==> src/rtl/ecpu_bus_pkg.sv <==
// Shared types and constants for the unified-memory Wishbone arbiter.
package ecpu_bus_pkg;

   typedef enum logic [1:0] {ARB_IDLE, ARB_BUSY_I, ARB_BUSY_D} arb_state_e;
   typedef enum logic {OWN_IMEM, OWN_DMEM} owner_e;

   localparam int unsigned WB_XLEN  = 32;
   localparam int unsigned WB_SEL_W = WB_XLEN / 8;

endpackage

==> src/rtl/wb_mem_arbiter_if.sv <==
// Classic Wishbone port bundle; "master" drives requests, "slave" returns responses.
interface wb_mem_arbiter_if #(
   parameter int unsigned ADDR_WIDTH = 32,
   parameter int unsigned XLEN       = 32
) ();
   logic                  cyc;
   logic                  stb;
   logic                  we;
   logic [ADDR_WIDTH-1:0] adr;
   logic [XLEN-1:0]       dat_w;
   logic [XLEN/8-1:0]     sel;
   logic                  ack;
   logic                  err;
   logic [XLEN-1:0]       dat_r;

   modport master (output cyc, stb, we, adr, dat_w, sel, input ack, err, dat_r);
   modport slave  (input cyc, stb, we, adr, dat_w, sel, output ack, err, dat_r);
endinterface

==> src/rtl/wb_arb_picker.sv <==
// Combinational grant decision for the IDLE cycle: single requester wins, ties go
// to the master opposite the last owner (round robin) or to dmem (fixed).
module wb_arb_picker
   import ecpu_bus_pkg::*;
(
   input  logic [1:0] req_i,
   input  owner_e     last_owner_i,
   input  logic       rr_en_i,
   output owner_e     grant_o,
   output logic       valid_o
);

   always_comb begin
      valid_o = |req_i;
      case (req_i)
         2'b01:   grant_o = OWN_IMEM;
         2'b10:   grant_o = OWN_DMEM;
         2'b11: begin
            if (rr_en_i) begin
               grant_o = (last_owner_i == OWN_IMEM) ? OWN_DMEM : OWN_IMEM;
            end else begin
               grant_o = OWN_DMEM;
            end
         end
         default: grant_o = OWN_IMEM;
      endcase
   end

endmodule

==> src/rtl/wb_mem_arbiter.sv <==
// Shares one classic Wishbone slave between the fetch (imem) and load/store (dmem)
// masters, with a registered grant FSM, per-transfer timeout and contention counter.
module wb_mem_arbiter
   import ecpu_bus_pkg::*;
#(
   parameter int unsigned ADDR_WIDTH  = 32,
   parameter int unsigned XLEN        = WB_XLEN,
   parameter int unsigned ROUND_ROBIN = 1,
   parameter int unsigned TIMEOUT_CYC = 256
) (
   input  logic                   clk_i,
   input  logic                   rst_ni,
   wb_mem_arbiter_if.slave        imem,
   wb_mem_arbiter_if.slave        dmem,
   wb_mem_arbiter_if.master       mem,
   output logic [1:0]             owner_o,
   output logic [31:0]            contention_cnt_o
);

   localparam int unsigned    TW      = (TIMEOUT_CYC > 0) ? $clog2(TIMEOUT_CYC + 1) : 1;
   localparam logic [TW-1:0]  TO_LAST = (TIMEOUT_CYC > 0) ? TW'(TIMEOUT_CYC - 1) : '0;
   localparam logic           RR_EN   = (ROUND_ROBIN != 0);

   arb_state_e     r_state;
   owner_e         r_last_owner;
   logic [TW-1:0]  r_timer;
   logic [1:0]     r_owner;
   logic [31:0]    r_cnt;

   logic [1:0]     w_req;
   owner_e         w_grant;
   logic           w_valid;
   logic           w_busy;
   logic           w_own_cyc;
   logic           w_resp;
   logic           w_timeout;

   assign w_req     = {dmem.cyc & dmem.stb, imem.cyc & imem.stb};
   assign w_busy    = (r_state == ARB_BUSY_I) || (r_state == ARB_BUSY_D);
   assign w_own_cyc = (r_state == ARB_BUSY_I) ? imem.cyc :
                      (r_state == ARB_BUSY_D) ? dmem.cyc : 1'b0;
   assign w_resp    = mem.ack | mem.err;
   // A slave response in the last allowed cycle beats the forced error.
   assign w_timeout = (TIMEOUT_CYC != 0) && w_busy && w_own_cyc && !w_resp && (r_timer == TO_LAST);

   assign owner_o          = r_owner;
   assign contention_cnt_o = r_cnt;

   wb_arb_picker u_picker (
      .req_i        (w_req),
      .last_owner_i (r_last_owner),
      .rr_en_i      (RR_EN),
      .grant_o      (w_grant),
      .valid_o      (w_valid)
   );

   always_comb begin
      mem.cyc    = 1'b0;
      mem.stb    = 1'b0;
      mem.we     = 1'b0;
      mem.adr    = '0;
      mem.dat_w  = '0;
      mem.sel    = '0;
      imem.ack   = 1'b0;
      imem.err   = 1'b0;
      imem.dat_r = '0;
      dmem.ack   = 1'b0;
      dmem.err   = 1'b0;
      dmem.dat_r = '0;
      case (r_state)
         ARB_BUSY_I: begin
            if (!w_timeout) begin
               mem.cyc   = imem.cyc;
               mem.stb   = imem.stb;
               mem.we    = imem.we;
               mem.adr   = imem.adr;
               mem.dat_w = imem.dat_w;
               mem.sel   = imem.sel;
            end else begin
               mem.cyc   = 1'b0;
            end
            // Responses stop the moment the owner abandons the cycle.
            if (imem.cyc) begin
               imem.ack   = mem.ack;
               imem.err   = mem.err | w_timeout;
               imem.dat_r = mem.dat_r;
            end else begin
               imem.ack   = 1'b0;
            end
         end
         ARB_BUSY_D: begin
            if (!w_timeout) begin
               mem.cyc   = dmem.cyc;
               mem.stb   = dmem.stb;
               mem.we    = dmem.we;
               mem.adr   = dmem.adr;
               mem.dat_w = dmem.dat_w;
               mem.sel   = dmem.sel;
            end else begin
               mem.cyc   = 1'b0;
            end
            if (dmem.cyc) begin
               dmem.ack   = mem.ack;
               dmem.err   = mem.err | w_timeout;
               dmem.dat_r = mem.dat_r;
            end else begin
               dmem.ack   = 1'b0;
            end
         end
         default: begin
            mem.cyc = 1'b0;
         end
      endcase
   end

   always_ff @(posedge clk_i or negedge rst_ni) begin
      if (!rst_ni) begin
         r_state      <= ARB_IDLE;
         r_last_owner <= OWN_IMEM;
         r_timer      <= '0;
         r_owner      <= 2'b00;
         r_cnt        <= 32'd0;
      end else begin
         case (r_state)
            ARB_IDLE: begin
               r_timer <= '0;
               if (w_req == 2'b11 && r_cnt != 32'hFFFF_FFFF) begin
                  r_cnt <= r_cnt + 32'd1;
               end
               if (w_valid) begin
                  r_state <= (w_grant == OWN_DMEM) ? ARB_BUSY_D : ARB_BUSY_I;
                  r_owner <= (w_grant == OWN_DMEM) ? 2'b10 : 2'b01;
               end else begin
                  r_owner <= 2'b00;
               end
            end
            ARB_BUSY_I, ARB_BUSY_D: begin
               if (!w_own_cyc || w_resp || w_timeout) begin
                  r_state <= ARB_IDLE;
                  r_owner <= 2'b00;
                  r_timer <= '0;
                  if (w_own_cyc && w_resp) begin
                     r_last_owner <= (r_state == ARB_BUSY_D) ? OWN_DMEM : OWN_IMEM;
                  end
               end else begin
                  r_timer <= r_timer + TW'(1);
               end
            end
            default: begin
               r_state <= ARB_IDLE;
               r_owner <= 2'b00;
            end
         endcase
      end
   end

endmodule
==> src/flat_wrapper.sv <==
// flat-port wrapper written by rule: the top's interface ports become plain ports
module wb_mem_arbiter_flat import ecpu_bus_pkg::*;
#(
   parameter int unsigned ADDR_WIDTH  = 32,
   parameter int unsigned XLEN        = WB_XLEN,
   parameter int unsigned ROUND_ROBIN = 1,
   parameter int unsigned TIMEOUT_CYC = 256
)
  (clk_i, rst_ni, owner_o, contention_cnt_o, imem_cyc, imem_stb, imem_we, imem_adr, imem_dat_w, imem_sel, imem_ack, imem_err, imem_dat_r, dmem_cyc, dmem_stb, dmem_we, dmem_adr, dmem_dat_w, dmem_sel, dmem_ack, dmem_err, dmem_dat_r, mem_cyc, mem_stb, mem_we, mem_adr, mem_dat_w, mem_sel, mem_ack, mem_err, mem_dat_r);
  wb_mem_arbiter_if #(.ADDR_WIDTH(ADDR_WIDTH), .XLEN(XLEN)) imem_i ();
  wb_mem_arbiter_if #(.ADDR_WIDTH(ADDR_WIDTH), .XLEN(XLEN)) dmem_i ();
  wb_mem_arbiter_if #(.ADDR_WIDTH(ADDR_WIDTH), .XLEN(XLEN)) mem_i ();
  input  logic clk_i;
  input  logic rst_ni;
  output logic [1:0] owner_o;
  output logic [31:0] contention_cnt_o;
  input wire logic [$bits(imem_i.cyc)-1:0] imem_cyc;
  input wire logic [$bits(imem_i.stb)-1:0] imem_stb;
  input wire logic [$bits(imem_i.we)-1:0] imem_we;
  input wire logic [$bits(imem_i.adr)-1:0] imem_adr;
  input wire logic [$bits(imem_i.dat_w)-1:0] imem_dat_w;
  input wire logic [$bits(imem_i.sel)-1:0] imem_sel;
  output wire logic [$bits(imem_i.ack)-1:0] imem_ack;
  output wire logic [$bits(imem_i.err)-1:0] imem_err;
  output wire logic [$bits(imem_i.dat_r)-1:0] imem_dat_r;
  input wire logic [$bits(dmem_i.cyc)-1:0] dmem_cyc;
  input wire logic [$bits(dmem_i.stb)-1:0] dmem_stb;
  input wire logic [$bits(dmem_i.we)-1:0] dmem_we;
  input wire logic [$bits(dmem_i.adr)-1:0] dmem_adr;
  input wire logic [$bits(dmem_i.dat_w)-1:0] dmem_dat_w;
  input wire logic [$bits(dmem_i.sel)-1:0] dmem_sel;
  output wire logic [$bits(dmem_i.ack)-1:0] dmem_ack;
  output wire logic [$bits(dmem_i.err)-1:0] dmem_err;
  output wire logic [$bits(dmem_i.dat_r)-1:0] dmem_dat_r;
  output wire logic [$bits(mem_i.cyc)-1:0] mem_cyc;
  output wire logic [$bits(mem_i.stb)-1:0] mem_stb;
  output wire logic [$bits(mem_i.we)-1:0] mem_we;
  output wire logic [$bits(mem_i.adr)-1:0] mem_adr;
  output wire logic [$bits(mem_i.dat_w)-1:0] mem_dat_w;
  output wire logic [$bits(mem_i.sel)-1:0] mem_sel;
  input wire logic [$bits(mem_i.ack)-1:0] mem_ack;
  input wire logic [$bits(mem_i.err)-1:0] mem_err;
  input wire logic [$bits(mem_i.dat_r)-1:0] mem_dat_r;
  assign imem_i.cyc = imem_cyc;
  assign imem_i.stb = imem_stb;
  assign imem_i.we = imem_we;
  assign imem_i.adr = imem_adr;
  assign imem_i.dat_w = imem_dat_w;
  assign imem_i.sel = imem_sel;
  assign imem_ack = imem_i.ack;
  assign imem_err = imem_i.err;
  assign imem_dat_r = imem_i.dat_r;
  assign dmem_i.cyc = dmem_cyc;
  assign dmem_i.stb = dmem_stb;
  assign dmem_i.we = dmem_we;
  assign dmem_i.adr = dmem_adr;
  assign dmem_i.dat_w = dmem_dat_w;
  assign dmem_i.sel = dmem_sel;
  assign dmem_ack = dmem_i.ack;
  assign dmem_err = dmem_i.err;
  assign dmem_dat_r = dmem_i.dat_r;
  assign mem_cyc = mem_i.cyc;
  assign mem_stb = mem_i.stb;
  assign mem_we = mem_i.we;
  assign mem_adr = mem_i.adr;
  assign mem_dat_w = mem_i.dat_w;
  assign mem_sel = mem_i.sel;
  assign mem_i.ack = mem_ack;
  assign mem_i.err = mem_err;
  assign mem_i.dat_r = mem_dat_r;
  wb_mem_arbiter #(.ADDR_WIDTH(ADDR_WIDTH), .XLEN(XLEN), .ROUND_ROBIN(ROUND_ROBIN), .TIMEOUT_CYC(TIMEOUT_CYC)) u_core (.clk_i(clk_i), .rst_ni(rst_ni), .imem(imem_i), .dmem(dmem_i), .mem(mem_i), .owner_o(owner_o), .contention_cnt_o(contention_cnt_o));
endmodule
==> config.mk <==
export PLATFORM = sky130hd
export DESIGN_NAME = wb_mem_arbiter_flat
export DESIGN_NICKNAME = d
export VERILOG_FILES = /design/src/rtl/ecpu_bus_pkg.sv /design/src/rtl/wb_mem_arbiter_if.sv /design/src/rtl/wb_arb_picker.sv /design/src/rtl/wb_mem_arbiter.sv /design/src/flat_wrapper.sv
export SDC_FILE = /design/constraint.sdc
export NUM_CORES = 1
export LEC_CHECK = 0
export ABC_AREA = 0
export BUFFER_PORTS_ARGS = -buffer_cell sky130_fd_sc_hd__buf_2
export CAP_MARGIN = 20
export CORE_AREA = 2 2 135 137
export DETAILED_ROUTE_END_ITERATION = 16
export DIE_AREA = 0 0 137 139
export PLACE_DENSITY = 0.53
export SYNTH_ARGS = -nofsm -noshare
export SYNTH_HDL_FRONTEND = slang
export SYNTH_SLANG_ARGS = --single-unit
==> constraint.sdc <==
create_clock -name clk_i -period 6.4 [get_ports clk_i]
set_input_delay 1.92 -clock clk_i [delete_from_list [all_inputs] [get_ports clk_i]]
set_output_delay 1.92 -clock clk_i [all_outputs]
set_load 0.02 [all_outputs]
==> metrics.txt <==
die area=19000 µm²; TritonCTS sink count=46; Post-Layout Cell Count=1039; core area=17700 µm²; CP most frequent cell=buf_2; CP Class=input pin to output pin; aggregate global routing overflow=0; Post CTS Setup Buffer Count=0; Initial DRC Count=224; Setup Skew=0.00560 ns; critical path peak fanout=71; Slowest-stage cell, CP=buf_4; post-cts repair resize count=0; GRT met3 Usage=0.0647; Slew headroom=0.431; Die Span X=137 µm; clk slew on worst S/H paths=0.06 ns; GRT busiest layer=met2; Leakage=3.41 nW; hold buffer count at cts=0; post-layout min period=5.56 ns; grt met2 use=0.268; Synth Register Bits=46; register area share after synthesis=0.310; switching part of the total=0.538; CP Cell Sequence=buf_2 > and2_1 > o21a_1 > nand2_1 > o21ai_4 > buf_4 > nor2_1 > buf_2; Distinct cells, synth=44; drt wl/cell=17.8 µm; Clock power frac=0.146; fin nets=992; final antenna-violating net count=0; TritonCTS clock tree=done; total track usage=0.181; Setup TNS=0 ns; synth warn=0; dpl hpwl=14.9 mm; Final Hold Vio Count=0; final WL=18.5 mm; endpoints failing setup=0; Comb power frac=0.669; TritonRoute pass-1 iters=4; die height=139 µm; worst min path class=register to register; part of the cycle the worst path needs=0.868; Reg power frac=0.185; I/O Pins=351; crit end category=output pin; worst slew pin tran=0.850 ns; Num CTS Buffers=5; vias in the first global route=4529; P&R area growth vs syn=57.3%; initial core utilization=0.210; fin. max-slew vios=0; CTS HTree Levels=2; unrepaired setup endpoints after global routing=false; FMAX=0.180 GHz; CP required=4.48 ns; crit path launch type=input pin; first-pass GRT wire length=26.5 mm; outcome=complete, no violations; GR Util met1=0.260; MaxCap Viol Count=0; Critical Path AT=3.64 ns; synthesized area=3710 µm²; input/output buffers=350; Mapped Nets=667; # rows=49; vias per cell=4.74; maximum buffer depth of the clock tree=2; layout cell share with drive strength beyond 1=0.470; worst skew pair latency=0.29 ns; DR vias=4921; mean post-synth cell area=7.71 µm²; final weighted congestion in routability-driven placement=0.794; root buffer cell=clkbuf_16; pin count of the biggest net entering global routing=82; initial antenna violation count=7; P_int=0.837 mW; post-synthesis instance total=482; slowest stage delay, CP=0.56 ns; Psw=0.974 mW; DRC=0; Final Core Density=0.331; Cells after DPL=1029; peak supply drop=0.261 mV; pwr dens=310 nW/µm²
## placed cells by master (no fill, tap or decap), types with 4 or more instances in the layout
master     instances
and3_1            72
a22oi_1           70
xor2_1            11
a21oi_1            9
nor2_1            90
buf_2            350
clkbuf_16          5
ha_1               5
nand3_1           20
nor4_1             4
nand4_1            8
inv_1              8
nand2_1           28
xnor2_1           19
buf_4              6
nor3_1             6
dfrtp_1           46
o21ai_0            9
## sequential cells by signal, summed over array words and instances, names as in the netlist
register and flops:
u_core.r_state 2, u_core.contention_cnt_o 32, u_core.r_last_owner 1, u_core.owner_o 2, u_core.r_timer 9
## layer usage
metal,wire length (µm),vias to the layer above,share of wire
met2,7820,226,0.42
met1,8650,2274,0.47
li1,-,2405,-
met5,26,-,0.0014
met3,1900,12,0.10
met4,82,4,0.0044
## synth_stat cells, drive strengths merged
cell type | number | area (µm²)
nand2b | 1 | 6.26
nor4 | 5 | 37.5
mux2 | 3 | 37.5
o21ai | 10 | 50.0
nor3 | 7 | 40.0
dfrtp | 46 | 1150
nand4 | 10 | 75.1
xnor2 | 19 | 166
a21oi | 9 | 45.0
o211a | 1 | 10.0
o31ai | 2 | 15.0
or4 | 2 | 15.0
nor2 | 90 | 338
o211ai | 3 | 22.5
nor2b | 2 | 12.5
and3b | 1 | 8.76
buf | 2 | 8.75
and4 | 2 | 17.5
and3 | 73 | 458
nand3 | 20 | 100
o21a | 1 | 7.51
inv | 8 | 30.0
o2111ai | 1 | 8.76
or3 | 1 | 11.3
or4b | 1 | 13.8
a31oi | 1 | 12.5
nand2 | 29 | 111
o2bb2ai | 1 | 8.76
and2 | 2 | 12.5
o41ai | 1 | 8.76
a22oi | 70 | 526
or2 | 2 | 12.5
xor2 | 11 | 96.3
a41oi | 2 | 17.5
ha | 7 | 87.6
clkbuf | 36 | 135
## path summary, 6_finish.rpt
kind                                   startpoint  cells after the start                     endpoint  slack [ns]
worst max register to register  u_core.r_timer[0]                      9            u_core.r_timer[6]        3.67
worst min register to register  u_core.r_timer[8]                      2            u_core.r_timer[8]        0.48
min in group asynchronous                  rst_ni                      2  u_core.contention_cnt_o[30]        1.71
worst min-delay path            u_core.r_timer[8]                      2            u_core.r_timer[8]        0.48
worst max-delay path                     imem_cyc                      8                mem_dat_w[11]        0.84
max in group asynchronous                  rst_ni                      2            u_core.r_state[1]        4.28
## per-stage QoR
stage                     setup WS, ns  total power, mW  hold WS, ns  instance area, µm²
after floorplan                   1.26             1.10        0.449                3710
after global placement           0.869             1.56        0.463                5690
after detailed placement         0.882             1.56        0.467                5690
after CTS                        0.876             1.83        0.482                5840
after global routing             0.712             1.94        0.513                5840
final                            0.844             1.81        0.479                5840
## power groups by stage
stage | Combinational [mW] | Sequential [mW] | Clock, mW
6_report | 1.21 | 0.335 | 0.264
5_1_grt | 1.31 | 0.339 | 0.287
4_1_cts | 1.22 | 0.335 | 0.276
3_5_place_dp | 1.22 | 0.340 | 0
3_3_place_gp | 1.22 | 0.339 | 0
2_1_floorplan | 0.754 | 0.348 | 0
## layout make-up
| type | instances | area (µm²) |
|---|---|---|
| Clock inverter | 1 | 5.00 |
| Clock buffer | 7 | 143 |
| Multi-Input combinational cell | 390 | 2430 |
| Antenna cell | 2 | 5.00 |
| Sequential cell | 46 | 1150 |
| Inverter | 8 | 30.0 |
| Fill cell | 1972 | 11800 |
| Timing Repair Buffer | 356 | 1800 |
| Tap cell | 229 | 287 |
## worst max-delay path, delay by kind of cell
family / cells / cell delay [ns]
buffers and inverters: 3 / 0.89
AND/OR/NAND/NOR: 3 / 0.46
AO/OA/AOI/OAI: 2 / 0.31
## logic make-up after synthesis
family                     share of synthesized area
and+or+nand+nor                                0.342
AOI/OAI and AO/OA                              0.197
buffers and inverters                         0.0468
DFF                                            0.310
xor gates and xnor gates                      0.0707
adders and majority gates                     0.0236
muxes                                         0.0101
Power figures use the tool's default switching activity.
